==> config.mk <==
export PLATFORM = sky130hd
export DESIGN_NAME = mdu_issue_sched
export DESIGN_NICKNAME = d
export VERILOG_FILES = /design/src/rtl/mdu_issue_sched.sv
export SDC_FILE = /design/constraint.sdc
export NUM_CORES = 1
export LEC_CHECK = 0
export ABC_AREA = 1
export BUFFER_PORTS_ARGS = -buffer_cell sky130_fd_sc_hd__buf_2
export CAP_MARGIN = 20
export CORE_MARGIN = 1.5
export CORE_UTILIZATION = 40
export DETAILED_ROUTE_END_ITERATION = 16
export MAX_ROUTING_LAYER = met4
export PLACE_DENSITY = 0.78
export SYNTH_ARGS = -nofsm -noshare
export SYNTH_HDL_FRONTEND = slang
export SYNTH_SLANG_ARGS = --single-unit
==> constraint.sdc <==
create_clock -name clk -period 2.53 [get_ports clk]
set_clock_uncertainty 0.15 [all_clocks]
set_input_delay 0 -clock clk [delete_from_list [all_inputs] [get_ports clk]]
set_output_delay 0 -clock clk [all_outputs]
set_load 0.02 [all_outputs]
==> src/rtl/mdu_issue_sched.sv <==
// mdu_issue_sched: round-robin issue of two request slots onto the shared
// multiply/divide unit. The granted opcode and operands are held constant on
// the unit for a fixed per-class window. This makes the long mul/div paths
// legal multicycle paths. The result is then registered and handed back over
// a valid/ready handshake.
//
// state | meaning
// IDLE  | no work in flight; grants at most one slot per cycle
// EXEC  | operands held on the shared unit; cnt counts down the hold window
// DONE  | result registered; res_valid high until res_ready
module mdu_issue_sched #(
    parameter int MUL_LAT = 2,
    parameter int DIV_LAT = 4
) (
    input  logic        clk,
    input  logic        rst_n,
    input  logic        req0_valid,
    output logic        req0_ready,
    input  logic [5:0]  req0_aluop,
    input  logic [31:0] req0_a,
    input  logic [31:0] req0_b,
    input  logic [4:0]  req0_rd,
    input  logic        req1_valid,
    output logic        req1_ready,
    input  logic [5:0]  req1_aluop,
    input  logic [31:0] req1_a,
    input  logic [31:0] req1_b,
    input  logic [4:0]  req1_rd,
    output logic [5:0]  alu_op,
    output logic [31:0] alu_in1,
    output logic [31:0] alu_in2,
    input  logic [31:0] alu_out,
    input  logic        alu_error,
    output logic        res_valid,
    input  logic        res_ready,
    output logic [31:0] res_data,
    output logic [4:0]  res_rd,
    output logic        res_src,
    output logic        res_error,
    output logic        busy
);

    localparam logic [1:0] S_IDLE = 2'd0;
    localparam logic [1:0] S_EXEC = 2'd1;
    localparam logic [1:0] S_DONE = 2'd2;

    // The counter reload is one less than the hold count, so EXEC lasts LAT cycles.
    localparam logic [3:0] MUL_HOLD = 4'(MUL_LAT - 1);
    localparam logic [3:0] DIV_HOLD = 4'(DIV_LAT - 1);

    logic [1:0]  state;
    logic [3:0]  cnt;
    logic        last;
    logic [5:0]  op_q;
    logic [31:0] a_q;
    logic [31:0] b_q;

    logic        take0;
    logic        take1;
    logic [5:0]  sel_op;
    logic [31:0] sel_a;
    logic [31:0] sel_b;
    logic [4:0]  sel_rd;

    function automatic logic is_mul(input logic [5:0] op);
        return (op == 6'd16) || (op == 6'd17) || (op == 6'd18) || (op == 6'd22);
    endfunction

    function automatic logic is_div(input logic [5:0] op);
        return (op == 6'd24) || (op == 6'd26) || (op == 6'd28) || (op == 6'd30);
    endfunction

    // Round-robin grant and request mux. Ready is gated by rst_n so that it
    // reads 0 while reset is held, even if requesters keep valid asserted.
    always_comb begin
        take0  = 1'b0;
        take1  = 1'b0;
        sel_op = req0_aluop;
        sel_a  = req0_a;
        sel_b  = req0_b;
        sel_rd = req0_rd;
        if (rst_n && (state == S_IDLE)) begin
            take0 = req0_valid && (!req1_valid || last);
            take1 = req1_valid && (!req0_valid || !last);
        end
        if (take1) begin
            sel_op = req1_aluop;
            sel_a  = req1_a;
            sel_b  = req1_b;
            sel_rd = req1_rd;
        end
    end

    assign req0_ready = take0;
    assign req1_ready = take1;

    // Sequencer: accept and latch a request, hold it for the class window, then
    // register the unit's result. Illegal opcodes skip EXEC completely.
    always_ff @(posedge clk or negedge rst_n) begin
        if (!rst_n) begin
            state     <= S_IDLE;
            cnt       <= 4'd0;
            last      <= 1'b1;
            op_q      <= 6'd0;
            a_q       <= 32'd0;
            b_q       <= 32'd0;
            res_data  <= 32'd0;
            res_rd    <= 5'd0;
            res_src   <= 1'b0;
            res_error <= 1'b0;
        end else begin
            case (state)
                S_IDLE: begin
                    if (take0 || take1) begin
                        op_q    <= sel_op;
                        a_q     <= sel_a;
                        b_q     <= sel_b;
                        res_rd  <= sel_rd;
                        res_src <= take1;
                        last    <= take1;
                        if (is_mul(sel_op)) begin
                            cnt   <= MUL_HOLD;
                            state <= S_EXEC;
                        end else if (is_div(sel_op)) begin
                            cnt   <= DIV_HOLD;
                            state <= S_EXEC;
                        end else begin
                            res_data  <= 32'd0;
                            res_error <= 1'b1;
                            state     <= S_DONE;
                        end
                    end
                end
                S_EXEC: begin
                    if (cnt != 4'd0) begin
                        cnt <= cnt - 4'd1;
                    end else begin
                        res_data  <= alu_out;
                        res_error <= alu_error;
                        state     <= S_DONE;
                    end
                end
                S_DONE: begin
                    if (res_ready) begin
                        state <= S_IDLE;
                    end
                end
                default: begin
                    state <= S_IDLE;
                end
            endcase
        end
    end

    // The shared unit sees the latched operands only during EXEC and zeros otherwise.
    always_comb begin
        alu_op  = 6'd0;
        alu_in1 = 32'd0;
        alu_in2 = 32'd0;
        if (state == S_EXEC) begin
            alu_op  = op_q;
            alu_in1 = a_q;
            alu_in2 = b_q;
        end
    end

    assign res_valid = (state == S_DONE);
    assign busy      = (state != S_IDLE);

endmodule
==> reports/results.txt, run 1 <==
WHS: 0.0410 ns
Hold WC Path Type: in -> async
Slew @ Worst Pin: 0.624 ns
WL per Instance: 16.4 µm
Antenna violations before repair: 1
Syn Std Cell Area: 0.00581 mm²
Final hold viol count: 0
Ys Warns: 0
Fillers: 949
Leak: 0.00568 µW
Syn avg cell area: 7.37 µm²
CTS buffer count: 17
Placed inst area: 0.00748 mm²
Syn nets: 979
Total GRT Usage: 0.322
Commonest non-fill, non-tap cells in the layout: buf_2, nand2_1, dlygate4sd3_1
CP Data Required Time: 2.72 ns
CP Max Fanout: 28
CORE AREA: 0.0140 mm²
Status: finished clean
Final HPWL DP: 12.3 mm
Pre-antenna DRT Iters: 5
Crit path capture type: flip-flop
Worst vdd ir: 0.000611 V
Post-Synthesis Cells: 789
Port Buffers: 300
Largest net degree at the start of global routing: 49
Chip Height: 124 µm
Clk slew on worst S/H paths: 0.06 ns
Share of cells above drive strength 1: 0.300
Vias in the first global route: 7596
Max Clk Rate: 408 MHz
Initial core utilization: 0.414
1st-iter DRT viols: 504
Setup violators final: 0
Area Overhead vs Synth: 74.8%
Library cells used by synthesis: 27
Yosys reg bits: 116
Clock latency on the worst-skew pair: 0.41 ns
Detailed-route DRC error count: 0
Sequential fraction of the synthesis area: 0.499
Die ar.: 0.0153 mm²
Max-Cap Viols: 0
Clock Sinks: 116
First-pass GRT wire length: 36.5 mm
WS Path Type: reg -> reg
WP data arrival: 2.64 ns
PD cells: 1120 mW/mm²
GRT Residual Overflow: 0
H-tree lvl count: 4
GP Congestion: 0.858
Max Slew Vio Count: 0
Min Tclk post-route: 2.45 ns
Total number of vias: 7516
Final instance area: 0.0102 mm²
ANT nets after route: 0
Clock Path Buffers: 2
Clock root buffer: clkbuf_16
Slew headroom: 0.584
Final worst path period share: 0.968
Routed wire length: 24.1 mm
Multi-input logic area: 0.00236 mm²
Commonest non-fill, non-tap cell in the layout: buf_2
Routed vias/inst: 5.12
Startpoint Class: flip-flop
CTS tree: yes
Site Rows: 43
Post-Route Utilization: 0.724
# IOs: 301
FF/Latch Area: 0.00290 mm²
Nets@finish: 1465
Die width: 124 µm
[synth_stat cells (all sizes together)]
library cell / instances / area [µm²]
a21oi: 1 / 5.00
a31oi: 69 / 432
buf: 14 / 110
clkbuf: 32 / 120
dfrtp: 115 / 2880
dfstp: 1 / 26.3
ha: 2 / 25.0
inv: 88 / 330
nand2: 292 / 1160
nand3: 8 / 40.0
nand4: 1 / 6.26
nor2: 151 / 587
o211ai: 1 / 7.51
o21ai: 9 / 48.8
o21bai: 2 / 15.0
or2: 2 / 12.5
xnor2: 1 / 8.76
[timing repair]
item,in CTS,in global routing
hold endpoints to repair,179,0
hold buffers,188,0
resized for setup,0,14
buffers inserted,0,7
endpoints found under the setup margin,0,59
[where the power goes]
group / internal [µW] / total, µW / switching, µW
Combinational: 2480 / 5630 / 3140
Sequential: 2710 / 3250 / 535
Clock: 1600 / 2500 / 898
[logic make-up (layout without fill, tap and decap cells)]
family / count (synthesis) / in the layout / synth area share
AO/OA/AOI/OAI: 82 / 82 / 0.0874
XOR/XNOR: 1 / 1 / 0.00151
adder cells (fa/ha/maj): 2 / 2 / 0.00430
buffers and inverters: 134 / 633 / 0.0964
flip-flops: 116 / 116 / 0.499
other: 0 / 1 / 0
AND/OR/NAND/NOR: 454 / 454 / 0.311
[worst max-delay path: stages, from the launching register on]
cell           delay, ns
dfrtp_1             0.40
nor2_2              0.14
nand2_2             0.10
nor2_4              0.20
buf_12              0.14
buf_4               0.30
nand2_1             0.11
a31oi_1             0.22
dlygate4sd3_1       0.60
[routing by layer]
metal  track usage  up-vias  routed length, µm  share of wire
met5             -        -                  0              0
met4         0.185        0               1250          0.052
met3        0.0816      122               1890          0.078
met2         0.551      471              12400           0.51
met1         0.337     3512               8650           0.36
li1              -     3411                  -              -
[final timing paths]
kind | start | to | slack, ns | depth (start not counted)
max in group asynchronous | rst_n | a_q[8] | 1.07 | 4
setup / recovery | state[1] | b_q[15] | 0.08 | 8
hold reg to reg | res_error | res_error | 0.32 | 2
setup reg to reg | state[1] | b_q[15] | 0.08 | 8
hold / removal | rst_n | b_q[30] | 0.04 | 3
min in group clk | req1_aluop[3] | cnt[1] | 0.04 | 9
[registers in the layout, summed over array words and instances (netlist names)]
register / cells
a_q: 32
b_q: 32
res_data: 32
op_q: 6
res_rd: 5
cnt: 4
state: 2
last: 1
res_error: 1
res_src: 1
[layout make-up]
class                      instances  share of cell area
tap                              180              0.0222
inverter                          88              0.0337
clock inverter                    12              0.0151
multi-input combinational        539               0.232
antenna                            1            0.000246
timing repair inverter             1            0.000492
sequential                       116               0.286
clock buffer                      20              0.0449
timing repair buffer             512               0.366
[through the flow]
| stage | power (µW) | setup WS, ns | cells | TNS, ns |
|---|---|---|---|---|
| finish | 11400 | 0.0805 | 1469 | 0 |
| global route | 12100 | -0.0340 | 1469 | -0.0393 |
| CTS | 10800 | 0.0470 | 1458 | 0 |
| detailed placement | 7180 | 0.482 | 1238 | 0 |
| global placement | 7090 | 0.525 | 1238 | 0 |
| floorplan | 5920 | 0.622 | 789 | 0 |
Power figures use the tool's default switching activity.
==> run 2: changes to the inputs <==
--- a/config.mk
+++ b/config.mk
@@ -8,9 +8,11 @@
 export ABC_AREA = 1
 export BUFFER_PORTS_ARGS = -buffer_cell sky130_fd_sc_hd__buf_2
 export CAP_MARGIN = 20
+export CORE_ASPECT_RATIO = 1.25
 export CORE_MARGIN = 1.5
 export CORE_UTILIZATION = 40
 export DETAILED_ROUTE_END_ITERATION = 16
+export GPL_TIMING_DRIVEN = 0
 export MAX_ROUTING_LAYER = met4
 export PLACE_DENSITY = 0.78
 export SYNTH_ARGS = -nofsm -noshare
==> run 2 against run 1 <==
Register-to-register slack improved by 0.23 ns. Die area hardly changed. Sequential share of layout area shrank 0.34 points. First-iteration DRC count is 1.2% higher. Combinational power shrank 17%. Routed wire length rose by 2.1%. Maximum frequency rose by 1.8%. Largest power group unchanged. Non-clock buffer count grew 29. Total power is 8.2% lower. Final cell count is 1.8% higher.
==> reports/results.txt, run 2 (synthesis results as in run 1) <==
Slew @ Worst Pin: 0.619 ns (was 0.624 ns)
Placed Cells: 1268 (was 1238)
H-tree lvl count: 4 (unchanged)
Detailed-route DRC error count: 0 (unchanged)
Total number of vias: 7569 (was 7516)
CP Data Required Time: 2.71 ns (was 2.72 ns)
Routed vias/inst: 5.06 (was 5.12)
Crit path capture type: flip-flop (unchanged)
Final HPWL DP: 14.2 mm (was 12.3 mm)
First-pass GRT wire length: 38.1 mm (was 36.5 mm)
Vias in the first global route: 7719 (was 7596)
Final hold viol count: 0 (unchanged)
WS Path Type: in -> reg (was reg -> reg)
Slew headroom: 0.587 (was 0.584)
Clock latency on the worst-skew pair: 0.40 ns (was 0.41 ns)
Share of cells above drive strength 1: 0.296 (was 0.300)
1st-iter DRT viols: 510 (was 504)
Placed inst area: 0.00757 mm² (was 0.00748 mm²)
PD cells: 1010 mW/mm² (was 1120 mW/mm²)
Die width: 111 µm (was 124 µm)
CP peak stage delay: 0.56 ns (was 0.60 ns)
Flop2flop setup slack: 0.31 ns (was 0.08 ns)
Die ar.: 0.0153 mm² (about the same)
R2R depth: 9 (was 8)
Max Slew Vio Count: 0 (unchanged)
GP Congestion: 0.868 (was 0.858)
Hold WC Path Type: in -> reg (was in -> async)
Area Overhead vs Synth: 77.0% (was 74.8%)
Port Buffers: 300 (unchanged)
Post-Route Utilization: 0.720 (was 0.724)
Nets@finish: 1493 (was 1465)
Pre-antenna DRT Iters: 5 (unchanged)
Min Tclk post-route: 2.41 ns (was 2.45 ns)
RSZ-0062 raised after global routing: no
Routed wire length: 24.7 mm (was 24.1 mm)
Status: finished clean (unchanged)
Largest net degree at the start of global routing: 64 (was 49)
Total GRT Usage: 0.327 (was 0.322)
Clock Sinks: 116 (unchanged)
Crit-path most repeated cell: nand2_1
Site Rows: 49 (was 43)
Setup TNS: 0 ns (unchanged)
CP Max Fanout: 10 (was 28)
Hold path startpoint: req1_aluop[3]
Setup Fix Bufs, Post-CTS: 0 (unchanged)
Final worst path period share: 0.951 (was 0.968)
Setup crit start: rst_n (was state[1])
CTS buffer count: 17 (unchanged)
# IOs: 301 (unchanged)
Commonest non-fill, non-tap cells in the layout: buf_2, nand2_1, dlygate4sd3_1 (unchanged)
WL per Instance: 16.5 µm (was 16.4 µm)
Largest registers: a_q: 32 flops, b_q: 32 flops, res_data: 32 flops (unchanged)
CORE AREA: 0.0143 mm² (was 0.0140 mm²)
Commonest non-fill, non-tap cell in the layout: buf_2 (unchanged)
Clock Path Buffers: 2 (unchanged)
Clk slew on worst S/H paths: 0.06 ns (about the same)
CP Cell Sequence: dlygate4sd3_1 -> buf_6 -> buf_16 -> buf_16 -> buf_16 -> buf_16 -> buf_16 -> inv_1 -> nor2_4 -> nand2_2 -> buf_6 -> nand2_1 -> nand2_1 -> nand2_1 -> nand2_1 -> nand2_2 -> nand2_2 -> nand2_4 -> nand2_8 -> buf_6 -> nand2_1 -> nand2_1 (was nor2_2 -> nand2_2 -> nor2_4 -> buf_12 -> buf_4 -> nand2_1 -> a31oi_1 -> dlygate4sd3_1)
Clock root buffer: clkbuf_16 (unchanged)
Initial core utilization: 0.407 (was 0.414)
Worst vdd ir: 0.000650 V (was 0.000611 V)
Slowest stage cell, crit path: dlygate4sd3_1 (unchanged)
Max-Cap Viols: 0 (unchanged)
CP endpoint: res_data[22] (was b_q[15])
Antenna violations before repair: 0 (was 1)
ANT nets after route: 0 (unchanged)
Final instance area: 0.0103 mm² (was 0.0102 mm²)
Startpoint Class: input pin (was flip-flop)
Fin cells: 1495 (was 1469)
WP data arrival: 2.58 ns (was 2.64 ns)
CTS tree: yes (unchanged)
Setup violators final: 0 (unchanged)
Worst r2r dst: b_q[23] (was b_q[15])
GRT Residual Overflow: 0 (unchanged)
Max Clk Rate: 416 MHz (was 408 MHz)
Leak: 0.00580 µW (was 0.00568 µW)
Chip Height: 138 µm (was 124 µm)
Worst r2r src: state[1] (unchanged)
-- run 2: cell types whose count changed in the layout (fill, tap and decap cells not counted), moves of 3 or more --
cell | previous run | this run
buf_6 | 2 | 5
buf_4 | 14 | 2
buf_2 | 299 | 305
clkbuf_2 | 0 | 8
clkbuf_1 | 1 | 26
buf_16 | 3 | 8
buf_12 | 4 | 1
-- run 2: worst max-delay path, delay by kind of cell --
| kind | cells | cell delay (ns) |
|---|---|---|
| and+or+nand+nor | 12 | 0.88 |
| buffers and inverters | 10 | 1.70 |
-- run 2: power breakdown --
| part | total [µW] | switching, µW | internal, µW |
|---|---|---|---|
| Sequential | 3200 | 483 | 2710 |
| Clock | 2570 | 853 | 1720 |
| Combinational | 4670 | 3010 | 1670 |
| Total | 10400 | 4340 | 6100 |
-- run 2: layout make-up --
| type | instances | area (µm²) |
|---|---|---|
| Tap cell | 178 | 223 |
| Sequential cell | 116 | 2900 |
| Buffer | 46 | 248 |
| Multi-Input combinational cell | 539 | 2350 |
| Fill cell | 947 | 4000 |
| Antenna cell | 1 | 2.50 |
| Timing Repair Buffer | 495 | 3600 |
| Inverter | 88 | 330 |
| Clock inverter | 10 | 153 |
| Clock buffer | 22 | 474 |
-- run 2: routing by layer --
metal  GRT usage  wire length (µm)  vias up
li1            -                 -     3452
met1       0.344              8800     3482
met2       0.572             12700      509
met3      0.0726              1830      126
met4       0.189              1300        0
met5           -                 0        -
-- run 2: what timing repair did --
action	4_1_cts	5_1_grt
hold buffers	194	0
endpoints found under the hold margin	224	0
endpoints found under the setup margin	16	26
pin swaps	0	0
gates resized for setup	2	18
-- run 2: worst min-delay path by stage --
stage                           end  slack, ns  cells after the start
after floorplan              a_q[0]      -0.45                      0
after global placement     state[1]       0.04                      2
after detailed placement    op_q[2]      -0.15                      1
after CTS                    cnt[1]       0.07                      9
after global routing      res_error       0.19                      7
final                        cnt[1]       0.12                      9
-- run 2: stage by stage --
stage          total power, µW  hold slack [ns]  setup WS (ns)
3_3_place_gp              7250           0.0428          -1.59
3_5_place_dp              7370           -0.153         -0.140
5_1_grt                  11100            0.188         0.0169
4_1_cts                  10200           0.0688        0.00605
6_report                 10400            0.116          0.124
2_1_floorplan             5920           -0.446          0.622
==> run 3: changes to the inputs <==
--- a/config.mk
+++ b/config.mk
@@ -8,13 +8,15 @@
 export ABC_AREA = 1
 export BUFFER_PORTS_ARGS = -buffer_cell sky130_fd_sc_hd__buf_2
 export CAP_MARGIN = 20
+export CELL_PAD_IN_SITES_DETAIL_PLACEMENT = 1
+export CELL_PAD_IN_SITES_GLOBAL_PLACEMENT = 1
 export CORE_ASPECT_RATIO = 1.25
-export CORE_MARGIN = 1.5
-export CORE_UTILIZATION = 40
+export CORE_MARGIN = 10
+export CORE_UTILIZATION = 31
 export DETAILED_ROUTE_END_ITERATION = 16
 export GPL_TIMING_DRIVEN = 0
 export MAX_ROUTING_LAYER = met4
-export PLACE_DENSITY = 0.78
+export PLACE_DENSITY = 0.86
 export SYNTH_ARGS = -nofsm -noshare
 export SYNTH_HDL_FRONTEND = slang
 export SYNTH_SLANG_ARGS = --single-unit
==> run 3 against run 2 <==
Register-to-register slack worse by 0.19 ns. Hold slack worse by 0.10 ns. Via count is 3.0% higher. Routed wire length is 40% higher. Total power is 4.1% higher. Final cell count is 3.3% higher. Highest routed layer unchanged. Setup slack worse by 0.0048 ns.
==> reports/results.txt, run 3 (synthesis results as in run 1) <==
Worst path bufs/invs: 4 (was 10)
Slowest stage cell, crit path: dfstp_2 (was dlygate4sd3_1)
Worst r2r dst: b_q[21] (was b_q[23])
Clock root buffer: clkbuf_16 (unchanged)
CTS buffer count: 17 (unchanged)
PD cells: 1070 mW/mm² (was 1010 mW/mm²)
GR Layer Usage met2: 0.489 (was 0.572)
Startpoint Class: flip-flop (was input pin)
# IOs: 301 (unchanged)
Setup violators final: 0 (unchanged)
Clock Path Buffers: 2 (unchanged)
Delay-heaviest family, CP: buffers and inverters (unchanged)
Slew headroom: 0.545 (was 0.587)
Setup TNS: 0 ns (unchanged)
Chip Height: 173 µm (was 138 µm)
CP Data Required Time: 2.68 ns (was 2.71 ns)
WP data arrival: 2.56 ns (was 2.58 ns)
CORE AREA: 0.0183 mm² (was 0.0143 mm²)
ANT nets after route: 0 (unchanged)
Total number of vias: 7798 (was 7569)
Clock latency on the worst-skew pair: 0.42 ns (was 0.40 ns)
CP Cell Sequence: nand2_1 -> nand2_2 -> nor2_4 -> buf_6 -> nor2_2 -> inv_4 -> clkbuf_4 -> buf_2 -> a31oi_1 (was dlygate4sd3_1 -> buf_6 -> buf_16 -> buf_16 -> buf_16 -> buf_16 -> buf_16 -> inv_1 -> nor2_4 -> nand2_2 -> buf_6 -> nand2_1 -> nand2_1 -> nand2_1 -> nand2_1 -> nand2_2 -> nand2_2 -> nand2_4 -> nand2_8 -> buf_6 -> nand2_1 -> nand2_1)
Global route hottest layer: met2 (unchanged)
Routed wire length: 34.6 mm (was 24.7 mm)
Crit path capture type: flip-flop (unchanged)
CP peak stage delay: 0.56 ns (about the same)
RSZ-0062 raised after global routing: no (unchanged)
Grt met3 use: 0.0674 (was 0.0726)
Max-Cap Viols: 0 (unchanged)
Hold WC Path Type: in -> async (was in -> reg)
Routed vias/inst: 5.05 (was 5.06)
Largest net degree at the start of global routing: 61 (was 64)
Clk slew on worst S/H paths: 0.06 ns (about the same)
FF/Latch Area: 0.00290 mm² (unchanged)
Worst vdd ir: 0.000445 V (was 0.000650 V)
H-tree lvl count: 4 (unchanged)
Largest registers: a_q: 32 flops, b_q: 32 flops, res_data: 32 flops (unchanged)
Commonest non-fill, non-tap cells in the layout: buf_2, nand2_1, dlygate4sd3_1 (unchanged)
Fin cells: 1545 (was 1495)
Min Tclk post-route: 2.41 ns (about the same)
WL per Instance: 22.4 µm (was 16.5 µm)
Final HPWL DP: 19.5 mm (was 14.2 mm)
Final hold viol count: 0 (unchanged)
Initial core utilization: 0.318 (was 0.407)
Setup crit start: last (was rst_n)
Dpl ws: 0.0537 ns (was -0.140 ns)
Max Clk Rate: 415 MHz (was 416 MHz)
Vias in the first global route: 9225 (was 7719)
Die width: 142 µm (was 111 µm)
Antenna violations before repair: 8 (was 0)
GP Congestion: 0.847 (was 0.868)
1st-iter DRT viols: 388 (was 510)
Final worst path period share: 0.953 (was 0.951)
Flop2flop setup slack: 0.12 ns (was 0.31 ns)
Placed Cells: 1318 (was 1268)
Max Slew Vio Count: 0 (unchanged)
Share of cells above drive strength 1: 0.295 (was 0.296)
Multi-input logic area: 0.00235 mm² (about the same)
Area Overhead vs Synth: 75.0% (was 77.0%)
First-pass GRT wire length: 52.7 mm (was 38.1 mm)
Pre-antenna DRT Iters: 5 (unchanged)
Worst r2r src: last (was state[1])
Status: finished clean (unchanged)
Commonest non-fill, non-tap cell in the layout: buf_2 (unchanged)
Total GRT Usage: 0.283 (was 0.327)
Post-Route Utilization: 0.556 (was 0.720)
Clock Sinks: 116 (unchanged)
Slew @ Worst Pin: 0.683 ns (was 0.619 ns)
Site Rows: 55 (was 49)
M1 GR Usage: 0.271 (was 0.344)
CP endpoint: b_q[21] (was res_data[22])
R2R depth: 9 (unchanged)
Nets@finish: 1485 (was 1493)
GRT Residual Overflow: 0 (unchanged)
CTS tree: yes (unchanged)
Worst path depth: 9 (was 22)
Port Buffers: 300 (unchanged)
Min setup slack post-route: 0.119 ns (was 0.124 ns)
Leak: 0.00570 µW (was 0.00580 µW)
Detailed-route DRC error count: 0 (unchanged)
WS Path Type: reg -> reg (was in -> reg)
Die ar.: 0.0247 mm² (was 0.0153 mm²)
Fillers: 2268 (was 947)
CP Max Fanout: 10 (unchanged)
Total Power: 10900 µW (was 10400 µW)
[run 3: per-layer routing]
metal	routed length (µm)	up-vias
li1	-	3442
met1	12300	3826
met2	17700	398
met3	2290	132
met4	2270	0
met5	0	-
[run 3: how the worst min path moves through the flow]
stage,depth (start not counted),endpoint,slack (ns)
floorplan,0,a_q[0],-0.45
global placement,2,state[1],0.04
detailed placement,1,res_data[7],-0.13
CTS,3,res_data[7],0.01
global route,3,cnt[1],0.04
finish,3,cnt[1],0.01
[run 3: worst min-delay path: stages]
cell and delay [ns]:
dlygate4sd3_1 0.55, buf_6 0.13, buf_16 0.28
[run 3: final cells by class]
type | instances | area share
Antenna cell | 9 | 0.00221
Buffer | 46 | 0.0243
Clock buffer | 19 | 0.0425
Clock inverter | 13 | 0.0181
Inverter | 88 | 0.0327
Multi-Input combinational cell | 539 | 0.231
Sequential cell | 116 | 0.285
Tap cell | 228 | 0.0280
Timing Repair Buffer | 487 | 0.336
[run 3: metrics by stage]
step                      hold slack [ns]  area [µm²]
after floorplan                    -0.446        5810
after global placement             0.0437        7600
after detailed placement           -0.133        7630
after CTS                         0.00964       10100
after global routing               0.0399       10200
final                              0.0137       10200
[run 3: what timing repair did]
| item | CTS | global route |
|---|---|---|
| hold endpoints to repair | 225 | 0 |
| endpoints found under the setup margin | 70 | 96 |
| buffers inserted | 0 | 0 |
| hold buffers | 186 | 0 |
| gates resized for setup | 3 | 19 |
[run 3: report_power, final]
part	leakage, µW	total [µW]	switching (µW)	internal [µW]
clock network	0.000293	2570	928	1650
registers	0.00139	3320	602	2710
logic	0.00402	4980	3340	1640
total	0.00570	10900	4870	6000
